--- config.mk ---
export PLATFORM = sky130hd
export DESIGN_NAME = stm_gain_stream
export DESIGN_NICKNAME = d
export VERILOG_FILES = /design/src/rtl/stm_gain_pkg.sv /design/src/rtl/stm_gain_lane_unpack.sv /design/src/rtl/stm_gain_stream.sv
export SDC_FILE = /design/constraint.sdc
export NUM_CORES = 1
export LEC_CHECK = 0
export CAP_MARGIN = 20
export CORE_UTILIZATION = 50
export CTS_CLUSTER_SIZE = 14
export DETAILED_ROUTE_END_ITERATION = 8
export HOLD_SLACK_MARGIN = 0.08
export PLACE_DENSITY = 0.79
export REMOVE_ABC_BUFFERS = 1
export SLEW_MARGIN = 20
export SYNTH_ARGS = -nofsm -noshare
export SYNTH_HDL_FRONTEND = slang
export SYNTH_SLANG_ARGS = --single-unit
--- constraint.sdc ---
create_clock -name CLK -period 3.04 [get_ports CLK]
set_clock_uncertainty 0.1 [all_clocks]
set_input_delay 0.304 -clock CLK [delete_from_list [all_inputs] [get_ports CLK]]
set_output_delay 0.304 -clock CLK [all_outputs]
set_load 0.05 [all_outputs]
--- src/rtl/stm_gain_pkg.sv ---
// Shared types and lane-extraction helpers for the gain-STM read engine.
package stm_gain_pkg;

    typedef enum logic [1:0] {IDLE, PRIME, RUN} state_t;

    localparam int unsigned ENTRY_W       = 16;
    localparam int unsigned PHASE_LSB     = 0;
    localparam int unsigned INTENSITY_LSB = 8;
    localparam int unsigned MAX_LANES     = 64;
    localparam int unsigned LANE_SEL_W    = $clog2(MAX_LANES);

    // Widest supported BRAM word; narrower words are zero-extended by the caller.
    typedef logic [ENTRY_W*MAX_LANES-1:0] word_t;

    function automatic logic [7:0] lane_phase(input word_t word,
                                              input logic [LANE_SEL_W-1:0] lane);
        return 8'(word >> (ENTRY_W * lane + PHASE_LSB));
    endfunction

    function automatic logic [7:0] lane_intensity(input word_t word,
                                                  input logic [LANE_SEL_W-1:0] lane);
        return 8'(word >> (ENTRY_W * lane + INTENSITY_LSB));
    endfunction

endpackage

--- src/rtl/stm_gain_lane_unpack.sv ---
// Registered LANES-to-1 mux: picks one packed entry from the word register per cycle.
module stm_gain_lane_unpack
    import stm_gain_pkg::*;
#(
    parameter int unsigned LANES = 4,
    localparam int unsigned LANE_W = (LANES > 1) ? $clog2(LANES) : 1
) (
    input  logic                     CLK,
    input  logic                     RST_N,
    input  logic [ENTRY_W*LANES-1:0] word,
    input  logic [LANE_W-1:0]        lane,
    input  logic                     valid,
    output logic [7:0]               phase,
    output logic [7:0]               intensity,
    output logic                     dout_valid
);

    word_t word_ext;

    always_comb begin
        word_ext = '0;
        word_ext[ENTRY_W*LANES-1:0] = word;
    end

    // Data registers only load on valid so the last entry is held between frames.
    always_ff @(posedge CLK) begin
        if (!RST_N) begin
            phase      <= '0;
            intensity  <= '0;
            dout_valid <= 1'b0;
        end else begin
            dout_valid <= valid;
            if (valid) begin
                phase     <= lane_phase(word_ext, LANE_SEL_W'(lane));
                intensity <= lane_intensity(word_ext, LANE_SEL_W'(lane));
            end
        end
    end

endmodule

--- src/rtl/stm_gain_stream.sv ---
// Gain-STM read engine: walks packed gain BRAM words and streams one
// PHASE/INTENSITY entry per cycle for DEPTH entries after each START.
module stm_gain_stream
    import stm_gain_pkg::*;
#(
    parameter int unsigned DEPTH        = 249,
    parameter int unsigned LANES        = 4,
    parameter int unsigned READ_LATENCY = 2,
    parameter int unsigned IDX_W        = 16,
    localparam int unsigned WORDS  = (DEPTH + LANES - 1) / LANES,
    localparam int unsigned ADDR_W = (WORDS > 1) ? $clog2(WORDS) : 1
) (
    input  logic                     CLK,
    input  logic                     RST_N,
    input  logic                     START,
    input  logic                     SEGMENT,
    input  logic [IDX_W-1:0]         IDX,
    output logic                     GAIN_SEGMENT,
    output logic [IDX_W-1:0]         GAIN_IDX,
    output logic [ADDR_W-1:0]        GAIN_ADDR,
    input  logic [ENTRY_W*LANES-1:0] VALUE,
    output logic [7:0]               INTENSITY,
    output logic [7:0]               PHASE,
    output logic                     DOUT_VALID,
    output logic                     BUSY,
    output logic                     DONE
);

    localparam int unsigned LANE_W      = (LANES > 1) ? $clog2(LANES) : 1;
    localparam int unsigned PCNT_W      = (READ_LATENCY > 1) ? $clog2(READ_LATENCY) : 1;
    localparam int unsigned ENTRY_CNT_W = $clog2(DEPTH) + 1;

    if (READ_LATENCY < 1 || READ_LATENCY > LANES) begin : g_bad_latency
        $error("stm_gain_stream: READ_LATENCY must lie in 1..LANES");
    end
    if (LANES > MAX_LANES || LANES < 1) begin : g_bad_lanes
        $error("stm_gain_stream: LANES out of range");
    end

    state_t                   state_q;
    logic [PCNT_W-1:0]        prime_q;
    logic [LANE_W-1:0]        lane_q;
    logic [ENTRY_CNT_W-1:0]   entry_q;
    logic [ENTRY_W*LANES-1:0] word_q;
    logic                     seg_q;
    logic [IDX_W-1:0]         idx_q;
    logic [ADDR_W-1:0]        addr_q;
    logic                     busy_q;
    logic                     done_q;

    always_ff @(posedge CLK) begin
        if (!RST_N) begin
            state_q <= IDLE;
            prime_q <= '0;
            lane_q  <= '0;
            entry_q <= '0;
            word_q  <= '0;
            seg_q   <= 1'b0;
            idx_q   <= '0;
            addr_q  <= '0;
            busy_q  <= 1'b0;
            done_q  <= 1'b0;
        end else begin
            done_q <= 1'b0;
            unique case (state_q)
                IDLE: begin
                    busy_q <= 1'b0;
                    // busy_q is still high in the DONE cycle, so a START there is dropped.
                    if (START && !busy_q) begin
                        idx_q   <= IDX;
                        seg_q   <= SEGMENT;
                        addr_q  <= '0;
                        prime_q <= '0;
                        busy_q  <= 1'b1;
                        state_q <= PRIME;
                    end
                end
                PRIME: begin
                    if (prime_q == PCNT_W'(READ_LATENCY - 1)) begin
                        word_q  <= VALUE;
                        lane_q  <= '0;
                        entry_q <= '0;
                        if (WORDS > 1) addr_q <= ADDR_W'(1);
                        state_q <= RUN;
                    end else begin
                        prime_q <= prime_q + 1'b1;
                    end
                end
                RUN: begin
                    // Next word has been on VALUE since the address moved, as latency <= LANES.
                    if (lane_q == LANE_W'(LANES - 1)) begin
                        word_q <= VALUE;
                        lane_q <= '0;
                        if (addr_q != ADDR_W'(WORDS - 1)) addr_q <= addr_q + 1'b1;
                    end else begin
                        lane_q <= lane_q + 1'b1;
                    end
                    if (entry_q == ENTRY_CNT_W'(DEPTH - 1)) begin
                        done_q  <= 1'b1;
                        state_q <= IDLE;
                    end else begin
                        entry_q <= entry_q + 1'b1;
                    end
                end
                default: state_q <= IDLE;
            endcase
        end
    end

    stm_gain_lane_unpack #(
        .LANES(LANES)
    ) u_unpack (
        .CLK       (CLK),
        .RST_N     (RST_N),
        .word      (word_q),
        .lane      (lane_q),
        .valid     (state_q == RUN),
        .phase     (PHASE),
        .intensity (INTENSITY),
        .dout_valid(DOUT_VALID)
    );

    assign GAIN_SEGMENT = seg_q;
    assign GAIN_IDX     = idx_q;
    assign GAIN_ADDR    = addr_q;
    assign BUSY         = busy_q;
    assign DONE         = done_q;

endmodule

==> flow_metrics.tcl, run 1 <==
set metrics [dict create \
    status "completed" \
    postSynthCellCount 588 \
    grt_start_max_net_pins 87 \
    cts_setup_buffers 0 \
    gp_congestion 0.8324 \
    layout-drive-gt1-share 0.09691 \
    hold_violations 0 \
    wirelength_um 12010 \
    portBuffers 125 \
    rows 36 \
    p_switching_mw 1.713 \
    netlist_top_cells_area "dfxtp_1, nand2_1, a21oi_1" \
    core_sq_mm 0.009819 \
    ios 126 \
    synth_area_sq_mm 0.005107 \
    nNetsFinal 792 \
    h-tree-depth 4 \
    diodes 0 \
    grt.overflow.total 0 \
    fin_util 0.7039 \
    dp_hpwl_um 7902 \
    dr.pass1.iters 5 \
    hold_path_end "word_q[41]" \
    dp_slack_ns 0.6198 \
    start_util 0.5201 \
    leakage_nw 2.415 \
    period_needed_ns 2.481 \
    grt_pass1_wl_um 19260 \
    viasPerCell 5.297 \
    internal_power_mw 3.327 \
    synth_top_area_share 0.4704 \
    tns_ns 0 \
    synth_flop_cell "dfxtp_1" \
    dieArea_sq_mm 0.01062 \
    nFillCells 772 \
    max_slew_margin 0.4165 \
    rr_endpoint "word_q[13]" \
    max_freq_mhz 403.1 \
    synth_edf_count 0 \
    detail-route-antenna-nets 0 \
    cts_root_buf "clkbuf_8" \
    drcViolationCount 0 \
    cts_buffers 17 \
    cp.arrival_ns 2.81 \
    cts_hold_buf 0 \
    p_clk_frac 0.355 \
    fp.dieH_um 103.1 \
    die_w_um 103.1 \
    mostFrequentLayoutCells "nand2_1, clkdlybuf4s50_1, dfxtp_1" \
    hp-class "in -> reg" \
    final_common_cell "nand2_1" \
    worst_pin_slew_ns 0.8753 \
    crit_required_ns 3.37 \
    post-route-period-util 0.8161 \
    hold_start "VALUE[41]" \
    power_mw 5.040 \
    ir_drop_mv 0.4029 \
    criticalPathCategory "reg -> reg" \
    clock_latency_ns 0.52 \
    slew_violations 0 \
    crit_path_max_fanout 41 \
    syn_to_final_growth_pct 35.33 \
    max_cap_violations 0 \
    cts_tree "yes" \
    grt_pass1_vias 4330 \
    synth.yosys.warnings 0 \
    reg2reg_setup_slack_ns 0.56 \
    combPwrFrac 0.272 \
    swShare 0.3399 \
    cts.sinks 120 \
    synth.distinct_cells 50 \
    yosysSeqAreaShare 0.4704 \
    antenna_found_initial 0 \
    clk_pin_slew_ns 0.07 \
    avgSynthCellArea_sq_um 8.686 \
    grt_setup_unrepaired "false" \
    r2r_cells 7 \
    ctsResizeCount 0 \
    clockBufferDepth 2 \
    yosysTopAreaCell "dfxtp_1" \
    stdcell_area_sq_mm 0.006912 \
    groute.usage.overall 0.2362 \
    routed-via-count 4476 \
    cellPowerDensity_mw_per_mm2 729.2 \
    final-setup-viol-count 0 \
    synthArstFlopShare 0 \
    reg2reg_from "state_q[1]" \
    hold_depth 3 \
    dpl_cell_area_sq_mm 0.006377 \
    seqPwrFrac 0.372 \
    start_kind "flop" \
    layout_setup_ws_ns 0.5591 \
    wl_per_cell_um 14.21 \
    crit_path_end_kind "flop" \
    drt_iter0_markers 224 \
    synth-seq-cells 120 \
]
==> how the worst max path moves through the flow <==
stage	startpoint	endpoint	slack [ns]	depth (start not counted)
6_report	state_q[1]	word_q[13]	0.56	7
5_1_grt	state_q[1]	word_q[13]	0.33	7
4_1_cts	state_q[1]	word_q[13]	0.56	7
3_5_place_dp	state_q[1]	word_q[17]	0.62	7
3_3_place_gp	state_q[1]	word_q[17]	0.75	7
2_1_floorplan	state_q[0]	word_q[0]	-1.25	6
==> synth_stat cells, types with 2 or more instances <==
cell,number
buf_4,10
nor3b_1,2
mux4_2,16
inv_1,7
a21oi_1,92
nor2_1,26
buf_6,3
ha_1,9
o21ai_0,10
o211ai_1,2
nand3_1,10
dfxtp_1,120
a31oi_1,2
nand2_1,180
mux2i_1,19
nor2b_1,5
buf_2,13
clkbuf_1,14
nor4_1,2
and3_1,4
nand4_1,2
o41ai_1,3
nand2b_1,4
a41oi_1,2
nor3_1,6
==> routing by layer <==
metal / GRT usage / part of all wire / routed length, um / up-vias
li1: - / - / - / 2230
met4: 0.1062 / 0.021 / 255 / 0
met1: 0.2839 / 0.43 / 5163 / 2056
met5: 0 / 0 / 0 / -
met3: 0.06576 / 0.066 / 789 / 27
met2: 0.3949 / 0.48 / 5800 / 163
==> sequential cells by signal (all words and copies together), names as in the netlist, 2 cells and up <==
name,flops
word_q,64
GAIN_IDX,16
entry_q,9
u_unpack.intensity,8
u_unpack.phase,8
GAIN_ADDR,6
lane_q,2
state_q,2
==> layout make-up <==
class,instances,area [sq um],share of cell area
inverters,8,31.28,0.004526
repair buffers,135,1339,0.1937
clock buffers,18,417.9,0.06046
multi-input cells,417,2439,0.3528
flip-flops and latches,120,2402,0.3476
well taps,133,166.4,0.02408
clock inverters,14,116.4,0.01684
==> through the flow <==
stage | hold WS (ns) | cells
6_report | 0.2196 | 845
5_1_grt | 0.2279 | 845
3_3_place_gp | 0.3384 | 813
4_1_cts | 0.2161 | 845
2_1_floorplan | 0.3331 | 545
3_5_place_dp | 0.3446 | 813
==> logic make-up (layout without fill, tap and decap cells) <==
group           count (synthesis)  count (layout)  synth area share
simple gates                  248             248            0.2026
fa+ha+maj                       9               9           0.02205
compound gates                124             124            0.1382
mux                            36              36            0.1122
buf+inv                        51             175           0.05463
flops                         120             120            0.4704
==> power groups by stage <==
stage	Sequential, mW	Combinational [mW]	Clock, mW
2_1_floorplan	2.05	0.750	0
3_3_place_gp	1.90	1.33	0
3_5_place_dp	1.91	1.36	0
4_1_cts	1.88	1.38	1.81
5_1_grt	1.90	1.51	1.88
6_report	1.88	1.37	1.79
==> worst max-delay path, stage by stage, from the launching register on <==
cell      delay [ns]
dfxtp_1         0.32
inv_1           0.10
ha_1            0.37
mux2i_4         0.58
nand2b_2        0.23
buf_4           0.36
nand2_1         0.13
a21oi_1         0.20
Note: power is estimated with default switching activity, not from simulation.
==> inputs of run 2 (changes only) <==
Settings changed: CORE_UTILIZATION 50 to 45, PLACE_DENSITY 0.79 to 0.75.
Clock period 3.04 ns to 2 ns, I/O delays scaled along.
==> flow_metrics.tcl, run 2 (same netlist as run 1, synthesis figures left out) <==
set metrics [dict create \
    use_met3 0.06329 \
    leakage_nw 2.566 \
    viasPerCell 5.245 \
    crit_required_ns 1.70 \
    dieArea_sq_mm 0.01178 \
    largest_register_ffs 64 \
    cts_tree "yes" \
    worst_pin_slew_ns 0.5466 \
    dr.pass1.iters 5 \
    portBuffers 125 \
    groute.usage.overall 0.2134 \
    mostFrequentLayoutCells "nand2_1, clkdlybuf4s50_1, dfxtp_1" \
    ios 126 \
    start_util 0.4670 \
    grt.overflow.total 0 \
    crit_path_end_kind "output pin" \
    dp_hpwl_um 8255 \
    post-route-period-util 0.9792 \
    tns_ns 0 \
    detail-route-antenna-nets 0 \
    status "completed" \
    criticalPathCategory "reg -> out" \
    grt_setup_unrepaired "true" \
    crit_family "buffers and inverters" \
    critical-path-max-stage-delay_ns 0.84 \
    cts.sinks 120 \
    nNetsFinal 806 \
    fp.dieH_um 108.5 \
    die_w_um 108.5 \
    combPwrFrac 0.281 \
    antenna_found_initial 0 \
    crit_chain "clkdlybuf4s50_1" \
    stdcell_area_sq_mm 0.007138 \
    hold_slack_ns 0.2347 \
    grt_pass1_vias 4370 \
    max_cap_violations 0 \
    gr-usage-met1 0.2578 \
    register_area_sq_mm 0.002402 \
    hold_violations 0 \
    rows 38 \
    period_needed_ns 1.958 \
    clock_latency_ns 0.41 \
    routed-via-count 4537 \
    grt_start_max_net_pins 65 \
    final-setup-viol-count 0 \
    top_register "word_q" \
    h-tree-depth 4 \
    dpl_cell_area_sq_mm 0.006496 \
    cts_hold_buf 0 \
    drt_iter0_markers 280 \
    internal_power_mw 5.708 \
    wl_per_cell_um 14.40 \
    p_switching_mw 2.515 \
    ir_drop_mv 0.5888 \
    diodes 0 \
    nFillCells 886 \
    wirelength_um 12450 \
    cp.arrival_ns 1.66 \
    power_mw 8.223 \
    crit_path_max_fanout 6 \
    use_met2 0.3608 \
    core_sq_mm 0.01094 \
    max_slew_margin 0.6371 \
    dp_slack_ns 0.02386 \
    crit_slowest_cell "clkdlybuf4s50_1" \
    clockBufferDepth 2 \
    cp_num_buf_inv 1 \
    p_clk_frac 0.372 \
    top_usage_layer "met2" \
    seqPwrFrac 0.347 \
    hp-class "in -> reg" \
    layout-drive-gt1-share 0.1131 \
    clk_pin_slew_ns 0.05 \
    cts_root_buf "clkbuf_16" \
    multi_input_comb_area_sq_mm 0.002452 \
    layout_setup_ws_ns 0.04153 \
    gp_congestion 0.8399 \
    start_kind "flop" \
    grt_pass1_wl_um 19470 \
    drcViolationCount 0 \
    slew_violations 0 \
    swShare 0.3059 \
    max_freq_mhz 510.6 \
    syn_to_final_growth_pct 39.76 \
    cellPowerDensity_mw_per_mm2 1152 \
    final_common_cell "nand2_1" \
    cts_buffers 17 \
]
[run 2: cell type report]
class	instances	area share
multi-input cells	417	0.3436
flip-flops and latches	120	0.3365
repair buffers	149	0.2072
clock buffers	23	0.06696
well taps	140	0.02454
clock inverters	8	0.01683
inverters	8	0.004382
[run 2: power by group through the flow]
stage | Clock (mW) | Sequential [mW] | Combinational, mW
floorplan | 0 | 3.12 | 1.14
CTS | 3.10 | 2.85 | 2.24
detailed placement | 0 | 2.90 | 2.22
finish | 3.06 | 2.86 | 2.31
global placement | 0 | 2.88 | 2.17
global route | 3.21 | 2.88 | 2.52
[run 2: worst paths after layout]
check / startpoint / to / slack [ns] / depth (start not counted)
max reg2reg: state_q[0] / GAIN_ADDR[1] / 0.08 / 6
min reg2reg: word_q[37] / word_q[37] / 0.35 / 2
min: VALUE[54] / word_q[54] / 0.23 / 3
max: GAIN_ADDR[2] / GAIN_ADDR[2] / 0.04 / 1
[run 2: worst min-delay path: cells and delay by family]
kind                   cells  cell delay (ns)
buffers and inverters      1             0.39
and+or+nand+nor            1             0.05
AOI/OAI and AO/OA          1             0.05
[run 2: layer usage]
metal  wire (um)  share of wire
met2        6213           0.50
met4         101         0.0081
met1        5275           0.42
met5           0              0
met3         862          0.069
[run 2: repair_timing]
| action | 4_1_cts | 5_1_grt |
|---|---|---|
| gates cloned | 0 | 1 |
| pin swaps | 0 | 0 |
| hold endpoints to repair | 0 | 0 |
| setup endpoints to repair | 4 | 36 |
| setup buffers | 0 | 0 |
| gates resized for setup | 2 | 4 |
[run 2: per-stage QoR]
stage	std cells	util
2_1_floorplan	545	-
3_3_place_gp	833	0.5941
3_5_place_dp	833	0.5941
4_1_cts	864	0.6489
5_1_grt	865	0.6527
6_report	865	0.6527
==> inputs of run 3 (changes only) <==
Settings changed: GPL_TIMING_DRIVEN set to 0, RECOVER_POWER set to 100.
==> flow_metrics.tcl, run 3 (same netlist as run 1, synthesis figures left out) <==
set metrics [dict create \
    stdcell_area_sq_mm 0.007116 \
    dr.pass1.iters 5 \
    start_kind "flop" \
    dp_hpwl_um 7714 \
    grt_start_max_net_pins 77 \
    routed-via-count 4593 \
    core_sq_mm 0.01094 \
    hp-class "in -> reg" \
    rr_endpoint "GAIN_ADDR[2]" \
    cp_num_buf_inv 1 \
    combPwrFrac 0.293 \
    hold_slack_ns 0.2461 \
    p_switching_mw 2.584 \
    fin_util 0.6507 \
    crit_slowest_cell "clkdlybuf4s50_1" \
    post-route-period-util 0.9810 \
    diodes 0 \
    gp_congestion 0.8199 \
    nNetsFinal 802 \
    layout-drive-gt1-share 0.1191 \
    start_util 0.4670 \
    clk_pin_slew_ns 0.05 \
    ir_drop_mv 0.5476 \
    detail-route-antenna-nets 0 \
    reg2reg_from "state_q[1]" \
    h-tree-depth 4 \
    hold_depth 3 \
    viasPerCell 5.328 \
    wl_per_cell_um 14.57 \
    dieArea_sq_mm 0.01178 \
    max_slew_margin 0.5458 \
    portBuffers 125 \
    leakage_nw 2.506 \
    swShare 0.3227 \
    power_mw 8.006 \
    layout_setup_ws_ns 0.03797 \
    final-setup-viol-count 0 \
    cts_buffers 17 \
    crit_family "buffers and inverters" \
    mostFrequentLayoutCells "nand2_1, clkdlybuf4s50_1, dfxtp_1" \
    dpl_cell_area_sq_mm 0.006409 \
    period_needed_ns 1.962 \
    cp.arrival_ns 1.66 \
    r2r_cells 7 \
    syn_to_final_growth_pct 39.32 \
    reg2reg_setup_slack_ns 0.08 \
    final_common_cell "nand2_1" \
    rows 38 \
    grt_pass1_vias 4305 \
    crit_chain "clkdlybuf4s50_1" \
    cts_hold_buf 0 \
    antenna_found_initial 0 \
    cellPowerDensity_mw_per_mm2 1125 \
    grt_pass1_wl_um 19810 \
    ios 126 \
    top_register "word_q" \
    clock_latency_ns 0.40 \
    hold_violations 0 \
    largest_register_ffs 64 \
    max_cap_violations 0 \
    slew_violations 0 \
    worst_pin_slew_ns 0.6791 \
    crit_path_end_kind "output pin" \
    hold_path_end "word_q[57]" \
    drcViolationCount 0 \
    dp_slack_ns -0.8876 \
    internal_power_mw 5.423 \
    seqPwrFrac 0.358 \
    wirelength_um 12560 \
    p_clk_frac 0.350 \
    cts.sinks 120 \
    groute.usage.overall 0.2145 \
    critical-path-max-stage-delay_ns 0.84 \
    drt_iter0_markers 240 \
    clockBufferDepth 2 \
    crit_required_ns 1.70 \
    max_freq_mhz 509.7 \
    hold_start "VALUE[57]" \
    cts_root_buf "clkbuf_16" \
    fp.dieH_um 108.5 \
    nFillCells 886 \
    die_w_um 108.5 \
    crit_path_max_fanout 6 \
    criticalPathCategory "reg -> out" \
    status "completed" \
    grt.overflow.total 0 \
    cp.depth 1 \
    cts_tree "yes" \
]
run 3: cell types whose count changed in the layout (fill, tap and decap cells not counted), moves of 3 or more:
cell,delta
buf_4,-10
clkbuf_1,+5
clkinv_4,+3
dfxtp_1,-3
run 3: worst max-delay path by stage:
stage,startpoint,to,slack (ns)
after floorplan,state_q[0],word_q[0],-2.29
after global placement,state_q[0],word_q[52],-4.13
after detailed placement,lane_q[1],word_q[37],-0.89
after CTS,GAIN_ADDR[3],GAIN_ADDR[3],0.01
after global routing,RST_N,entry_q[1],-0.009
final,GAIN_ADDR[4],GAIN_ADDR[4],0.04
run 3: power groups by stage:
stage	clock network [mW]	registers (mW)	logic, mW
2_1_floorplan	0	3.12	1.14
3_3_place_gp	0	2.89	1.97
3_5_place_dp	0	2.90	2.10
4_1_cts	2.84	2.86	2.25
5_1_grt	2.98	2.90	2.55
6_report	2.80	2.87	2.34
run 3: layer usage:
metal  vias to the layer above  track usage  routed length (um)
li1                       2250            -                   -
met1                      2145       0.2629                5339
met2                       188       0.3567                6185
met3                        10      0.06088                 933
met4                         0      0.07915                 104
met5                         -            0                   0
run 3: layout make-up:
class | count | area [sq um] | area share
timing repair buffer | 144 | 1449 | 0.2036
tap | 140 | 175.2 | 0.02462
multi-input combinational | 418 | 2499 | 0.3512
clock inverter | 11 | 101.3 | 0.01424
clock buffer | 21 | 450.4 | 0.06330
inverter | 8 | 32.53 | 0.004572
sequential | 120 | 2409 | 0.3385
run 3: metrics by stage:
stage / std cells / TNS, ns
6_report: 862 / 0
4_1_cts: 856 / 0
3_3_place_gp: 810 / -302.61
2_1_floorplan: 545 / -151.91
3_5_place_dp: 814 / -52.34
5_1_grt: 862 / -0.01473
run 3: timing repair:
action,in CTS,in global routing
setup buffers,9,5
cloned,1,1
pin swaps,1,1
setup endpoints to repair,88,61
gates resized for setup,14,8
